`src/rtl/ex_div_unit_pkg.sv`:
```
// Shared definitions for the EX-stage iterative divider: op encodings,
// FSM states and the RV32M special-case result constants.
package ex_div_unit_pkg;

    localparam int XLEN_DEF = 32;

    typedef enum logic [1:0] {
        OP_DIV  = 2'b00,
        OP_DIVU = 2'b01,
        OP_REM  = 2'b10,
        OP_REMU = 2'b11
    } div_op_e;

    typedef enum logic [1:0] {
        IDLE = 2'd0,
        CALC = 2'd1,
        DONE = 2'd2
    } div_state_e;

    localparam logic [XLEN_DEF-1:0] DIV0_QUOTIENT = '1;
    localparam logic [XLEN_DEF-1:0] INT_MIN       = {1'b1, {(XLEN_DEF-1){1'b0}}};

    // op[0] set means the unsigned variant (DIVU/REMU)
    function automatic logic op_is_signed(input logic [1:0] op);
        return ~op[0];
    endfunction

endpackage

```
`src/rtl/ex_div_unit_div_iter_core.sv`:
```
// One combinational restoring-division step: shift {rem,quo} left by one,
// trial-subtract the divisor and keep the difference when it does not borrow.
module div_iter_core
    import ex_div_unit_pkg::*;
#(
    parameter int XLEN = XLEN_DEF
) (
    input  logic [XLEN:0]   rem_in,
    input  logic [XLEN-1:0] quo_in,
    input  logic [XLEN-1:0] divisor,
    output logic [XLEN:0]   rem_out,
    output logic [XLEN-1:0] quo_out
);

    logic [XLEN:0]   shifted;
    logic [XLEN+1:0] trial;
    logic            take;

    always_comb begin
        shifted = {rem_in[XLEN-1:0], quo_in[XLEN-1]};
        trial   = {1'b0, shifted} - {2'b00, divisor};
        // rem_in stays below the divisor, so its top bit only matters defensively
        take    = rem_in[XLEN] | ~trial[XLEN+1];
        if (take) begin
            rem_out = trial[XLEN:0];
            quo_out = {quo_in[XLEN-2:0], 1'b1};
        end else begin
            rem_out = shifted;
            quo_out = {quo_in[XLEN-2:0], 1'b0};
        end
    end

endmodule

```
`src/rtl/ex_div_unit.sv`:
```
// Iterative radix-2 RV32M divider (DIV/DIVU/REM/REMU) for the EX stage.
// Define DIV_EARLY_OUT_EN to finish in one cycle when |divisor| > |dividend|.
module ex_div_unit
    import ex_div_unit_pkg::*;
#(
    parameter int XLEN  = XLEN_DEF,
    parameter int CNT_W = 6
) (
    input  logic            clk,
    input  logic            rst,
    input  logic            start,
    input  logic [1:0]      op,
    input  logic [XLEN-1:0] rs1_val,
    input  logic [XLEN-1:0] rs2_val,
    input  logic [4:0]      rd_in,
    input  logic            flush,
    output logic            stall_req,
    output logic            busy,
    output logic            done,
    output logic [XLEN-1:0] result,
    output logic [4:0]      rd_out
);

    div_state_e      state_q, state_d;
    logic [CNT_W-1:0] cnt_q, cnt_d;
    logic [XLEN:0]   rem_q, rem_d;
    logic [XLEN-1:0] quo_q, quo_d;
    logic [XLEN-1:0] dvsr_q, dvsr_d;
    logic [1:0]      op_q, op_d;
    logic [4:0]      rd_q, rd_d;
    logic            quo_neg_q, quo_neg_d;
    logic            rem_neg_q, rem_neg_d;
    logic            done_q, done_d;
    logic [XLEN-1:0] result_q, result_d;
    logic [4:0]      rd_out_q, rd_out_d;

    logic            sgn_op, a_neg, b_neg, div0, ovf, early_out;
    logic [XLEN-1:0] a_mag, b_mag;
    logic [XLEN:0]   core_rem;
    logic [XLEN-1:0] core_quo, q_fix, r_fix;

    function automatic logic [XLEN-1:0] neg2c(input logic [XLEN-1:0] v);
        return XLEN'(0) - v;
    endfunction

    div_iter_core #(.XLEN(XLEN)) u_core (
        .rem_in  (rem_q),
        .quo_in  (quo_q),
        .divisor (dvsr_q),
        .rem_out (core_rem),
        .quo_out (core_quo)
    );

    always_comb begin
        sgn_op = op_is_signed(op);
        a_neg  = sgn_op & rs1_val[XLEN-1];
        b_neg  = sgn_op & rs2_val[XLEN-1];
        a_mag  = a_neg ? neg2c(rs1_val) : rs1_val;
        b_mag  = b_neg ? neg2c(rs2_val) : rs2_val;
        div0   = (rs2_val == '0);
        ovf    = sgn_op && (rs1_val == XLEN'(INT_MIN)) && (rs2_val == '1);
`ifdef DIV_EARLY_OUT_EN
        early_out = (b_mag > a_mag);
`else
        early_out = 1'b0;
`endif
        q_fix  = quo_neg_q ? neg2c(core_quo) : core_quo;
        r_fix  = rem_neg_q ? neg2c(core_rem[XLEN-1:0]) : core_rem[XLEN-1:0];
    end

    always_comb begin
        state_d   = state_q;
        cnt_d     = cnt_q;
        rem_d     = rem_q;
        quo_d     = quo_q;
        dvsr_d    = dvsr_q;
        op_d      = op_q;
        rd_d      = rd_q;
        quo_neg_d = quo_neg_q;
        rem_neg_d = rem_neg_q;
        done_d    = 1'b0;
        result_d  = result_q;
        rd_out_d  = rd_out_q;
        case (state_q)
            IDLE: begin
                if (start && !flush) begin
                    op_d      = op;
                    rd_d      = rd_in;
                    quo_neg_d = a_neg ^ b_neg;
                    rem_neg_d = a_neg;
                    dvsr_d    = b_mag;
                    quo_d     = a_mag;
                    rem_d     = '0;
                    cnt_d     = '0;
                    // Special cases resolve here; the remainder for div-by-zero and
                    // early-out is the original dividend, the quotient a constant.
                    if (div0 || ovf || early_out) begin
                        state_d  = DONE;
                        done_d   = 1'b1;
                        rd_out_d = rd_in;
                        if (div0)
                            result_d = op[1] ? rs1_val : XLEN'(DIV0_QUOTIENT);
                        else if (ovf)
                            result_d = op[1] ? '0 : XLEN'(INT_MIN);
                        else
                            result_d = op[1] ? rs1_val : '0;
                    end else begin
                        state_d = CALC;
                    end
                end
            end
            CALC: begin
                if (flush) begin
                    state_d = IDLE;
                end else begin
                    rem_d = core_rem;
                    quo_d = core_quo;
                    cnt_d = cnt_q + CNT_W'(1);
                    if (cnt_q == CNT_W'(XLEN-1)) begin
                        state_d  = DONE;
                        done_d   = 1'b1;
                        result_d = op_q[1] ? r_fix : q_fix;
                        rd_out_d = rd_q;
                    end
                end
            end
            DONE:    state_d = IDLE;
            default: state_d = IDLE;
        endcase
    end

    always_ff @(posedge clk) begin
        if (rst) begin
            state_q   <= IDLE;
            cnt_q     <= '0;
            rem_q     <= '0;
            quo_q     <= '0;
            dvsr_q    <= '0;
            op_q      <= '0;
            rd_q      <= '0;
            quo_neg_q <= 1'b0;
            rem_neg_q <= 1'b0;
            done_q    <= 1'b0;
            result_q  <= '0;
            rd_out_q  <= '0;
        end else begin
            state_q   <= state_d;
            cnt_q     <= cnt_d;
            rem_q     <= rem_d;
            quo_q     <= quo_d;
            dvsr_q    <= dvsr_d;
            op_q      <= op_d;
            rd_q      <= rd_d;
            quo_neg_q <= quo_neg_d;
            rem_neg_q <= rem_neg_d;
            done_q    <= done_d;
            result_q  <= result_d;
            rd_out_q  <= rd_out_d;
        end
    end

    assign busy      = (state_q != IDLE);
    assign stall_req = ((state_q == IDLE) && start && !flush) || (state_q == CALC);
    assign done      = done_q;
    assign result    = result_q;
    assign rd_out    = rd_out_q;

endmodule

```
`config.mk`:
```
export PLATFORM = sky130hd
export DESIGN_NAME = ex_div_unit
export DESIGN_NICKNAME = d
export VERILOG_FILES = /design/src/rtl/ex_div_unit_pkg.sv /design/src/rtl/ex_div_unit_div_iter_core.sv /design/src/rtl/ex_div_unit.sv
export SDC_FILE = /design/constraint.sdc
export NUM_CORES = 1
export LEC_CHECK = 0
export BUFFER_PORTS_ARGS = -buffer_cell sky130_fd_sc_hd__buf_2
export CAP_MARGIN = 20
export CELL_PAD_IN_SITES_DETAIL_PLACEMENT = 0
export CELL_PAD_IN_SITES_GLOBAL_PLACEMENT = 2
export CORE_MARGIN = 3
export CORE_UTILIZATION = 38
export DETAILED_ROUTE_END_ITERATION = 10
export GPL_TIMING_DRIVEN = 0
export PLACE_DENSITY_LB_ADDON = 0.3
export SLEW_MARGIN = 40
export SYNTH_ARGS = -nofsm -noshare
export SYNTH_HDL_FRONTEND = slang
export SYNTH_HIERARCHICAL = 1
export SYNTH_SLANG_ARGS = --single-unit
```
`constraint.sdc`:
```
create_clock -name clk -period 13.65 [get_ports clk]
set_clock_uncertainty 0.15 [all_clocks]
set_input_delay 2.0475 -clock clk [delete_from_list [all_inputs] [get_ports clk]]
set_output_delay 2.0475 -clock clk [all_outputs]
set_load 0.02 [all_outputs]
```
==> results of run 1 <==
## cell type report
class	instances	area [µm²]
fill	3249	17200
multi-input combinational	1258	7980
sequential	151	3020
buffer	148	736
timing repair buffer	108	546
tap	396	495
clock buffer	20	457
inverter	82	310
clock inverter	12	119
## Yosys cell counts (35+ instances only)
cell type,n,area [µm²]
sky130_fd_sc_hd__nor3_1,69,345
sky130_fd_sc_hd__a211oi_1,62,465
sky130_fd_sc_hd__nor2_1,209,785
sky130_fd_sc_hd__and3_1,41,257
sky130_fd_sc_hd__clkbuf_1,99,372
sky130_fd_sc_hd__a21oi_1,155,776
sky130_fd_sc_hd__dfxtp_1,151,3020
sky130_fd_sc_hd__ha_1,38,475
sky130_fd_sc_hd__xnor2_1,75,657
sky130_fd_sc_hd__xor2_1,60,526
sky130_fd_sc_hd__inv_1,81,304
sky130_fd_sc_hd__nand2_1,105,394
sky130_fd_sc_hd__o21ai_0,68,340
sky130_fd_sc_hd__nand3_1,35,175
## worst max-delay path, cell delays in order
cell and delay [ns]:
sky130_fd_sc_hd__clkbuf_1 0.42, sky130_fd_sc_hd__or3b_2 0.21, sky130_fd_sc_hd__clkbuf_1 0.29, sky130_fd_sc_hd__clkbuf_1 0.59, sky130_fd_sc_hd__nand2_1 0.10, sky130_fd_sc_hd__buf_2 0.19
## stage by stage
step	cells	total power [mW]	util [%]	area, µm²
after floorplan	1639	0.685	-	12000
after global placement	2142	0.798	42.3	13000
after detailed placement	2143	0.798	42.4	13100
after CTS	2175	1.27	44.3	13700
after global routing	2175	1.33	44.3	13700
final	2175	1.28	44.3	13700
## worst paths after layout
check / startpoint / to / depth (start not counted)
min: quo_q[1]$_SDFFE_PP0P_ / quo_q[1]$_SDFFE_PP0P_ / 2
min reg2reg: quo_q[1]$_SDFFE_PP0P_ / quo_q[1]$_SDFFE_PP0P_ / 2
max: flush / stall_req / 6
max reg2reg: dvsr_q[24]$_SDFFE_PP0P_ / result[27]$_SDFFE_PP0P_ / 19
## power groups by stage
stage / Sequential [mW] / Clock, mW / Combinational, mW
final: 0.466 / 0.481 / 0.333
after global routing: 0.467 / 0.502 / 0.361
after floorplan: 0.472 / 0 / 0.214
after detailed placement: 0.476 / 0 / 0.322
after global placement: 0.475 / 0 / 0.323
after CTS: 0.465 / 0.483 / 0.324
## sequential cells by signal, indices dropped and copies added, names as in the netlist, 2 cells and up
name and count:
rd_out 5, result 32, quo_q 32, dvsr_q 32, rd_q 5, rem_q 33
cnt_q 6, state_q 2
## metal layers
| layer | global-route usage (%) | share of wire, % | vias up |
|---|---|---|---|
| li1 | - | - | 6143 |
| met1 | 42.5 | 47 | 6105 |
| met2 | 40.7 | 41 | 594 |
| met3 | 7.95 | 9.7 | 56 |
| met4 | 6.95 | 2.1 | 0 |
| met5 | 0 | 0 | - |
## kinds of logic (layout without fill, tap and decap cells)
family	Yosys count	count (layout)	share of synthesized area, %
compound gates	460	460	25.3
buf+inv	230	370	8.69
xor+xnor	135	135	9.85
simple gates	599	599	24.3
flops	151	151	25.2
mux	25	25	2.55
fa+ha+maj	39	39	4.13
## cell usage in the layout, fill, tap and decap left out, types with 7 or more instances in the layout
cell type                     n
sky130_fd_sc_hd__a211oi_1    62
sky130_fd_sc_hd__a21o_1      14
sky130_fd_sc_hd__a21oi_1    155
sky130_fd_sc_hd__a311oi_1    17
sky130_fd_sc_hd__a31oi_1     13
sky130_fd_sc_hd__and3_1      41
sky130_fd_sc_hd__buf_2      110
sky130_fd_sc_hd__buf_4       34
sky130_fd_sc_hd__clkbuf_1    98
sky130_fd_sc_hd__clkbuf_16   17
sky130_fd_sc_hd__dfxtp_1    151
sky130_fd_sc_hd__ha_1        38
sky130_fd_sc_hd__inv_1       81
sky130_fd_sc_hd__mux2_2       9
sky130_fd_sc_hd__mux2_4       9
sky130_fd_sc_hd__mux2i_1      7
sky130_fd_sc_hd__nand2_1    105
sky130_fd_sc_hd__nand2b_1    13
sky130_fd_sc_hd__nand3_1     35
sky130_fd_sc_hd__nand4_1     25
sky130_fd_sc_hd__nor2_1     208
sky130_fd_sc_hd__nor3_1      68
sky130_fd_sc_hd__nor4_1      20
sky130_fd_sc_hd__o211ai_1    14
sky130_fd_sc_hd__o21ai_0     67
sky130_fd_sc_hd__o31ai_1     33
sky130_fd_sc_hd__o41ai_1     26
sky130_fd_sc_hd__or3_1       24
sky130_fd_sc_hd__or4_1       17
sky130_fd_sc_hd__xnor2_1     75
sky130_fd_sc_hd__xor2_1      60
==> impl_metrics.json, run 1 <==
{
  "synthesis.instances": 1639,
  "flow.area_growth_from_synthesis_pct": 13.8,
  "async_reset_ff_share_pct": 0,
  "timing_hold_violations_final": 0,
  "final_min_period_over_clock_period_pct": 44.3,
  "die-height_um": 184,
  "design.portCount": 115,
  "ctsHtreeMaxLevel": 4,
  "maximum_resistive_drop_on_vdd_mv": 0.0706,
  "synthesis.area_um2": 12000,
  "final_worst_setup_slack_ns": 7.60,
  "post-dp-hpwl_um": 38400,
  "timing.max_cap.violations": 0,
  "grt_antenna_before_repair": 0,
  "routed_wl_um": 49400,
  "p_leak_nw": 5.50,
  "max-slew-margin-rel_pct": 36.6,
  "timing_max_transition_violations_final": 0,
  "cts_root_buffer": "sky130_fd_sc_hd__clkbuf_16",
  "drt_first_pass_iters": 5,
  "clk_path_buf_depth": 2,
  "edff_count_synth": 0,
  "synth.avg_cell_area_um2": 7.32,
  "synth-seq-cells": 151,
  "endpoint_required_time_on_the_critical_path_ns": 11.45,
  "cell_internal_power_mw": 0.829,
  "total_die_area_um2": 33800,
  "sort_of_element_at_the_start_of_the_critical_path": "input port",
  "via_count_of_the_first_global_routing_pass": 11800,
  "final_layout_size_suffix_gt1_share_pct": 13.3,
  "worst-r2r-setup-slack_ns": 7.75,
  "post_cts_resize_count": 0,
  "worstSetupPathType": "input port to output pin",
  "cts.clk_slew.worst_paths_ns": 0.07,
  "grt_first_pass_wirelength_um": 73600,
  "post_drt_wl_per_cell_um": 22.7,
  "antenna_cells": 0,
  "syn-num-nets": 1753,
  "cts.hold.buffers_added": 0,
  "post_cts.repair.setup_buffers": 0,
  "drt_first_iter_violations": 1368,
  "globalRouteTotalUtil_pct": 28.6,
  "vias_cell": 5.93,
  "port-buffer-count": 107,
  "grt_remaining_overflow": 0,
  "netSwitchingPower_mw": 0.451,
  "tritoncts": "yes",
  "fp.coreArea_um2": 30800,
  "power_frac_clock_pct": 37.6,
  "die_width_um": 184,
  "cts_buffers": 17,
  "route.vias.total": 12900,
  "fp-row-count": 64,
  "place_worst_setup_slack_ns": 7.66,
  "detail_route.drc_violations": 0,
  "synthesis.yosys.warnings": 6,
  "power.switching_fraction_pct": 35.2,
  "clock_latency_ns": 0.44,
  "route.antenna.remaining_nets": 0,
  "synth_seq_area_share_pct": 25.2,
  "status": "complete, no violations",
  "critical_path.max_fanout": 10,
  "setup_viol": 0,
  "holdCritPathClass": "register to register",
  "largest_net_degree_at_the_start_of_global_routing": 17,
  "synth-main-ff-cell": "sky130_fd_sc_hd__dfxtp_1",
  "share_seq_of_total_power_pct": 36.4,
  "unrepaired_setup_endpoints_after_global_routing": "no",
  "tns_setup_ns": 0,
  "final_worst_path_period_need_ns": 6.05,
  "numClockSinks": 151,
  "start_util_pct": 38.9,
  "worstMarginPinSlew_ns": 0.945,
  "critical_path_arrival_ns": 3.85,
  "rd_place_congestion": 0.992,
  "final.hold.worst_slack_ns": 0.306,
  "comb_power_share_pct": 26.0,
  "setup.worst_path.end_class": "output pin",
  "power_per_cell_area_nw_per_um2": 93.7,
  "yosysUniqueCellTypes": 72,
  "fin_nets": 1880,
  "fmaxAchievable_mhz": 165
}
Note: power is estimated with default switching activity, not from simulation.
==> run 2: changes to the inputs <==
ABC_AREA = 1   (was unset)
CORE_UTILIZATION = 29   (was 38)
clock period = 5 ns   (was 13.65 ns; I/O delays follow)
==> run 2 against run 1 <==
  * Via count up 25%
  * Register-to-register slack worse by 7.0 ns
  * Die area is 52% higher
  * Clock power rose to 3.0 times the previous value
  * Sequential power rose to 2.8 times the previous value
  * Hold slack better by 0.0071 ns
  * First-iteration DRC count fell by 3.8%
  * Critical path type is now register to register
  * Highest routed layer unchanged
==> impl_metrics.json, run 2 <==
{
  "status": "complete, no violations",
  "detail_route.drc_violations": 0,
  "port-buffer-count": 112,
  "drt_first_pass_iters": 7,
  "setup_viol": 0,
  "critical_path.max_fanout": 10,
  "synth.most_common_cell": "sky130_fd_sc_hd__nand2_1",
  "grt_remaining_overflow": 0,
  "layout.filler_cells": 5524,
  "tritoncts": "yes",
  "max-slew-margin-rel_pct": 44.7,
  "leading_cell_types_in_the_layout_fill_and_taps_excluded": "sky130_fd_sc_hd__nand2_1 (685), sky130_fd_sc_hd__inv_1 (319), sky130_fd_sc_hd__nor2_1 (289), sky130_fd_sc_hd__nand3_1 (218), sky130_fd_sc_hd__a21oi_1 (178)",
  "flow.area_growth_from_synthesis_pct": 14.1,
  "clock_latency_ns": 0.49,
  "maximum_resistive_drop_on_vdd_mv": 0.200,
  "fin_nets": 2703,
  "cts_buffers": 17,
  "edff_count_synth": 0,
  "die-height_um": 226,
  "placedCellCount": 3185,
  "critical_path_arrival_ns": 4.46,
  "total_die_area_um2": 51200,
  "post_cts.repair.setup_buffers": 0,
  "synth_top_cells_by_area": "sky130_fd_sc_hd__dfxtp_1 (21%), sky130_fd_sc_hd__nand2_1 (18%), sky130_fd_sc_hd__inv_1 (8.5%)",
  "synthesis.yosys.warnings": 6,
  "numClockSinks": 151,
  "dpl_cell_area_um2": 15400,
  "tns_setup_ns": 0,
  "synthesis.instances": 2458,
  "post_drt_wl_per_cell_um": 19.1,
  "most_flops_register": "rem_q",
  "post-dp-hpwl_um": 51000,
  "cts.hold.buffers_added": 0,
  "syn-num-nets": 2572,
  "globalRouteTotalUtil_pct": 24.0,
  "sort_of_element_at_the_start_of_the_critical_path": "register",
  "yosys.area.top_type": "sky130_fd_sc_hd__dfxtp_1",
  "unrepaired_setup_endpoints_after_global_routing": "no",
  "layout_commonest_cell": "sky130_fd_sc_hd__nand2_1",
  "clk_path_buf_depth": 2,
  "p_total_mw": 5.12,
  "synth.top_cell.area_share_pct": 21.5,
  "synth.avg_cell_area_um2": 5.73,
  "yosysUniqueCellTypes": 49,
  "largest_register_ff_count": 33,
  "fp.coreArea_um2": 47800,
  "start_util_pct": 29.4,
  "synthesis.area_um2": 14100,
  "drt_first_iter_violations": 1316,
  "largest_net_degree_at_the_start_of_global_routing": 17,
  "final_min_period_over_clock_period_pct": 84.8,
  "cts_root_buffer": "sky130_fd_sc_hd__clkbuf_16",
  "grt_first_pass_wirelength_um": 92200,
  "vias_cell": 5.01,
  "final_layout_size_suffix_gt1_share_pct": 12.4,
  "die_width_um": 226,
  "post_cts_resize_count": 0,
  "via_count_of_the_first_global_routing_pass": 15200,
  "ctsHtreeMaxLevel": 4,
  "routed_wl_um": 61400,
  "ys_top_cells_by_count": "sky130_fd_sc_hd__nand2_1 (685), sky130_fd_sc_hd__inv_1 (319), sky130_fd_sc_hd__nor2_1 (289)",
  "rd_place_congestion": 0.943,
  "synth-main-ff-cell": "sky130_fd_sc_hd__dfxtp_1",
  "final_worst_path_period_need_ns": 4.24,
  "setup.worst_path.end_class": "register",
  "cts.clk_slew.worst_paths_ns": 0.07,
  "grt_antenna_before_repair": 2,
  "endpoint_required_time_on_the_critical_path_ns": 5.22,
  "layout.cells.non_filler": 3218,
  "power_per_cell_area_nw_per_um2": 319,
  "fp-row-count": 80,
  "worstSetupPathType": "register to register",
  "p_leak_nw": 7.81,
  "synth_seq_area_share_pct": 21.5,
  "holdCritPathClass": "register to register",
  "route.vias.total": 16100,
  "timing.max_cap.violations": 0,
  "async_reset_ff_share_pct": 0,
  "synth-seq-cells": 151,
  "timing_hold_violations_final": 0,
  "fmaxAchievable_mhz": 236,
  "route.antenna.remaining_nets": 0,
  "timing_max_transition_violations_final": 0,
  "design.portCount": 115,
  "final_design_area_no_fill_um2": 16100,
  "worstMarginPinSlew_ns": 0.830
}
==> run 2: cells by family after synthesis <==
| kind of cell | count (synthesis) | synth area share (%) |
|---|---|---|
| AOI/OAI and AO/OA | 415 | 16.3 |
| xor gates and xnor gates | 47 | 2.92 |
| adders and majority gates | 39 | 3.52 |
| buffers and inverters | 466 | 14.2 |
| DFF | 151 | 21.5 |
| muxes | 7 | 0.498 |
| and+or+nand+nor | 1333 | 41.1 |
==> run 2: final timing paths <==
kind | start | end | slack [ns] | cells after the start
worst max-delay path | dvsr_q[28]$_SDFFE_PP0P_ | result[21]$_SDFFE_PP0P_ | 0.76 | 22
worst min-delay path | rd_q[3]$_SDFFE_PP0P_ | rd_q[3]$_SDFFE_PP0P_ | 0.31 | 2
worst max register to register | dvsr_q[28]$_SDFFE_PP0P_ | result[21]$_SDFFE_PP0P_ | 0.76 | 22
worst min register to register | rd_q[3]$_SDFFE_PP0P_ | rd_q[3]$_SDFFE_PP0P_ | 0.31 | 2
==> run 2: area by class of cell <==
| cell class | count | area, µm² | share of cell area (%) |
|---|---|---|---|
| multi-input cells | 1841 | 9060 | 56.4 |
| flip-flops and latches | 151 | 3020 | 18.8 |
| inverters | 336 | 1260 | 7.85 |
| well taps | 615 | 769 | 4.79 |
| plain buffers | 130 | 738 | 4.60 |
| repair buffers | 112 | 561 | 3.49 |
| clock buffers | 19 | 453 | 2.82 |
| clock inverters | 13 | 191 | 1.19 |
| diodes | 1 | 2.50 | 0.0156 |
==> run 2: critical path, cell delays in order (launching register included) <==
cell,delay (ns)
sky130_fd_sc_hd__dfxtp_1,0.33
sky130_fd_sc_hd__inv_1,0.12
sky130_fd_sc_hd__ha_1,0.40
sky130_fd_sc_hd__a21oi_1,0.24
sky130_fd_sc_hd__nand2_1,0.10
sky130_fd_sc_hd__nand2_1,0.07
sky130_fd_sc_hd__nand3_1,0.14
sky130_fd_sc_hd__nor2_4,0.27
sky130_fd_sc_hd__nand2_8,0.11
sky130_fd_sc_hd__buf_6,0.16
sky130_fd_sc_hd__nand2_1,0.06
sky130_fd_sc_hd__nand2_1,0.15
sky130_fd_sc_hd__nor2_1,0.23
sky130_fd_sc_hd__nand3_1,0.15
sky130_fd_sc_hd__nor2_1,0.11
sky130_fd_sc_hd__nand2_1,0.09
sky130_fd_sc_hd__nand2_1,0.20
sky130_fd_sc_hd__nand2_1,0.10
sky130_fd_sc_hd__or2_0,0.22
sky130_fd_sc_hd__a21oi_1,0.24
sky130_fd_sc_hd__nor2_1,0.18
sky130_fd_sc_hd__nor2_1,0.24
sky130_fd_sc_hd__nor2_1,0.07
==> run 2: through the flow <==
stage / util, % / setup WS, ns / hold slack (ns)
2_1_floorplan: - / 1.88 / 0.278
3_3_place_gp: 32.2 / 0.808 / 0.293
3_5_place_dp: 32.2 / 0.826 / 0.298
4_1_cts: 33.6 / 0.791 / 0.310
5_1_grt: 33.6 / 0.425 / 0.329
6_report: 33.6 / 0.759 / 0.313
==> run 2: power by group <==
group / switching (mW) / internal (mW)
Combinational: 1.65 / 0.691
Sequential: 0.0507 / 1.27
Clock: 0.593 / 0.866
==> run 2: layer usage <==
metal  share of wire [%]  global-route usage (%)  wire (µm)
met3                 5.5                    3.09       3370
met5                   0                       0          0
met4                 2.2                    6.60       1320
met2                  43                    37.0      26400
met1                  49                    35.1      30300
==> run 3: changes to the inputs <==
CORE_UTILIZATION = 32   (was 29)
clock period = 4.4 ns   (was 5 ns; I/O delays follow)
==> run 3 against run 2 <==
  * Final area is 0.51% lower
  * Utilization is 3.4 points higher
  * Maximum frequency is 2.5% higher
  * Critical path depth fell by 1
==> impl_metrics.json, run 3 (same netlist as run 2, synthesis figures left out) <==
{
  "worstSetupPathType": "register to register",
  "worstMarginPinSlew_ns": 0.850,
  "clk_path_buf_depth": 2,
  "endpoint_required_time_on_the_critical_path_ns": 4.66,
  "largest_register_ff_count": 33,
  "comb_power_share_pct": 46.4,
  "critical_path_arrival_ns": 4.40,
  "layout_commonest_cell": "sky130_fd_sc_hd__nand2_1",
  "dpl_cell_area_um2": 15400,
  "max-slew-margin-rel_pct": 43.3,
  "netSwitchingPower_mw": 2.55,
  "holdCritPathClass": "register to register",
  "setup.worst_path.end_class": "register",
  "tns_setup_ns": 0,
  "clock_latency_ns": 0.48,
  "final_worst_path_period_need_ns": 4.14,
  "cell_internal_power_mw": 3.14,
  "timing_hold_violations_final": 0,
  "tritoncts": "yes",
  "globalRouteTotalUtil_pct": 25.7,
  "fin_nets": 2703,
  "route.vias.total": 16100,
  "flow.area_growth_from_synthesis_pct": 13.5,
  "final_worst_setup_slack_ns": 0.264,
  "p_leak_nw": 7.78,
  "status": "complete, no violations",
  "fmaxAchievable_mhz": 242,
  "most_flops_register": "rem_q",
  "cts_buffers": 17,
  "setup_viol": 0,
  "hold_endpoint": "rd_q[2]$_SDFFE_PP0P_",
  "cts.clk_slew.worst_paths_ns": 0.07,
  "timing_max_transition_violations_final": 0,
  "total_die_area_um2": 46600,
  "grt_antenna_before_repair": 0,
  "numClockSinks": 151,
  "timing.max_cap.violations": 0,
  "final_min_period_over_clock_period_pct": 94.0,
  "share_seq_of_total_power_pct": 26.4,
  "timing.rr.end": "result[21]$_SDFFE_PP0P_",
  "design.portCount": 115,
  "layout.filler_cells": 4946,
  "area.sequential_um2": 3020,
  "whs_path_depth": 2,
  "final.hold.worst_slack_ns": 0.308,
  "leading_cell_types_in_the_layout_fill_and_taps_excluded": "sky130_fd_sc_hd__nand2_1 (684), sky130_fd_sc_hd__inv_1 (319), sky130_fd_sc_hd__nor2_1 (288), sky130_fd_sc_hd__nand3_1 (218), sky130_fd_sc_hd__a21oi_1 (178)",
  "routed_wl_um": 60400,
  "die-height_um": 216,
  "power_frac_clock_pct": 27.2,
  "unrepaired_setup_endpoints_after_global_routing": "no",
  "vias_cell": 5.06,
  "power_per_cell_area_nw_per_um2": 356,
  "final_layout_size_suffix_gt1_share_pct": 12.3,
  "rd_place_congestion": 0.945,
  "final_design_area_no_fill_um2": 16000,
  "maximum_resistive_drop_on_vdd_mv": 0.300,
  "cts_root_buffer": "sky130_fd_sc_hd__clkbuf_16",
  "hold_start": "rd_q[2]$_SDFFE_PP0P_",
  "final_core_util_pct": 36.9,
  "grt_first_pass_wirelength_um": 91000,
  "post_drt_wl_per_cell_um": 18.9,
  "drt_first_iter_violations": 1452,
  "largest_net_degree_at_the_start_of_global_routing": 17,
  "detail_route.drc_violations": 0,
  "sort_of_element_at_the_start_of_the_critical_path": "register",
  "die_width_um": 216,
  "port-buffer-count": 112,
  "place_worst_setup_slack_ns": 0.377,
  "reg2reg_launch_point": "dvsr_q[28]$_SDFFE_PP0P_",
  "start_util_pct": 32.5,
  "antenna_cells": 0,
  "ctsHtreeMaxLevel": 4,
  "post-dp-hpwl_um": 50300,
  "grt_remaining_overflow": 0,
  "fp-row-count": 76,
  "power.switching_fraction_pct": 44.9,
  "via_count_of_the_first_global_routing_pass": 15100,
  "worst-r2r-setup-slack_ns": 0.26,
  "critical_path.max_fanout": 10,
  "route.antenna.remaining_nets": 0,
  "fp.coreArea_um2": 43300,
  "drt_first_pass_iters": 6,
  "multiInputGateArea_um2": 9070,
  "r2r_cells": 21
}
==> run 3: through the flow <==
stage	total power [mW]	instances
2_1_floorplan	3.35	2458
3_3_place_gp	4.13	3155
3_5_place_dp	4.14	3155
4_1_cts	5.70	3187
5_1_grt	6.12	3187
6_report	5.69	3187
==> run 3: worst max-delay path by stage <==
stage                                       start                      end  slack, ns  cells past startpoint
after global routing       quo_q[31]$_SDFFE_PP0P_  result[21]$_SDFFE_PP0P_       0.03                     21
after floorplan            dvsr_q[8]$_SDFFE_PP0P_  result[22]$_SDFFE_PP0P_       1.28                     27
after CTS                  quo_q[31]$_SDFFE_PP0P_  result[21]$_SDFFE_PP0P_       0.34                     21
after global placement     quo_q[31]$_SDFFE_PP0P_  result[21]$_SDFFE_PP0P_       0.36                     21
final                     dvsr_q[28]$_SDFFE_PP0P_  result[21]$_SDFFE_PP0P_       0.26                     21
after detailed placement   quo_q[31]$_SDFFE_PP0P_  result[21]$_SDFFE_PP0P_       0.38                     21
==> run 3: what timing repair did <==
item / in CTS / in global routing
endpoints found under the hold margin: 0 / 0
hold buffers: 0 / 0
buffers inserted: 0 / 0
endpoints found under the setup margin: 0 / 2
resized for setup: 0 / 2
==> run 3: cell type report <==
type                            instances  area share [%]
Buffer                                130            4.60
Clock buffer                           21            2.82
Clock inverter                         11           0.932
Inverter                              336            7.89
Multi-Input combinational cell       1841            56.8
Sequential cell                       151            18.9
Tap cell                              585            4.58
Timing Repair Buffer                  112            3.51
==> run 3: worst max-delay path, stage by stage (launching register included) <==
cell and delay (ns):
sky130_fd_sc_hd__dfxtp_1 0.33, sky130_fd_sc_hd__inv_1 0.12, sky130_fd_sc_hd__ha_1 0.38, sky130_fd_sc_hd__a21oi_1 0.23, sky130_fd_sc_hd__nand2_1 0.10, sky130_fd_sc_hd__nand2_1 0.06
sky130_fd_sc_hd__nand3_1 0.12, sky130_fd_sc_hd__nor2_4 0.25, sky130_fd_sc_hd__nand2_8 0.11, sky130_fd_sc_hd__buf_6 0.16, sky130_fd_sc_hd__buf_4 0.15, sky130_fd_sc_hd__inv_1 0.07
sky130_fd_sc_hd__nand3_1 0.15, sky130_fd_sc_hd__nor2_2 0.32, sky130_fd_sc_hd__nand2_1 0.18, sky130_fd_sc_hd__inv_1 0.13, sky130_fd_sc_hd__nand3_1 0.10, sky130_fd_sc_hd__a21oi_1 0.13
sky130_fd_sc_hd__o21ai_0 0.09, sky130_fd_sc_hd__nor2_1 0.43, sky130_fd_sc_hd__nor2_1 0.17, sky130_fd_sc_hd__nor2_1 0.12
==> run 3: routing by layer <==
metal,wire (µm),GRT usage (%),vias to the layer above
met2,26000,39.6,461
met1,30000,37.3,7521
met5,0,0,-
met4,828,5.27,0
met3,3560,4.73,43
li1,-,-,8100
==> run 3: power by group through the flow <==
stage                     registers (mW)  clock network [mW]  logic [mW]
after CTS                           1.50                1.58        2.62
after floorplan                     1.51                   0        1.84
final                               1.50                1.55        2.64
after detailed placement            1.53                   0        2.61
after global routing                1.51                1.64        2.97
after global placement              1.53                   0        2.60
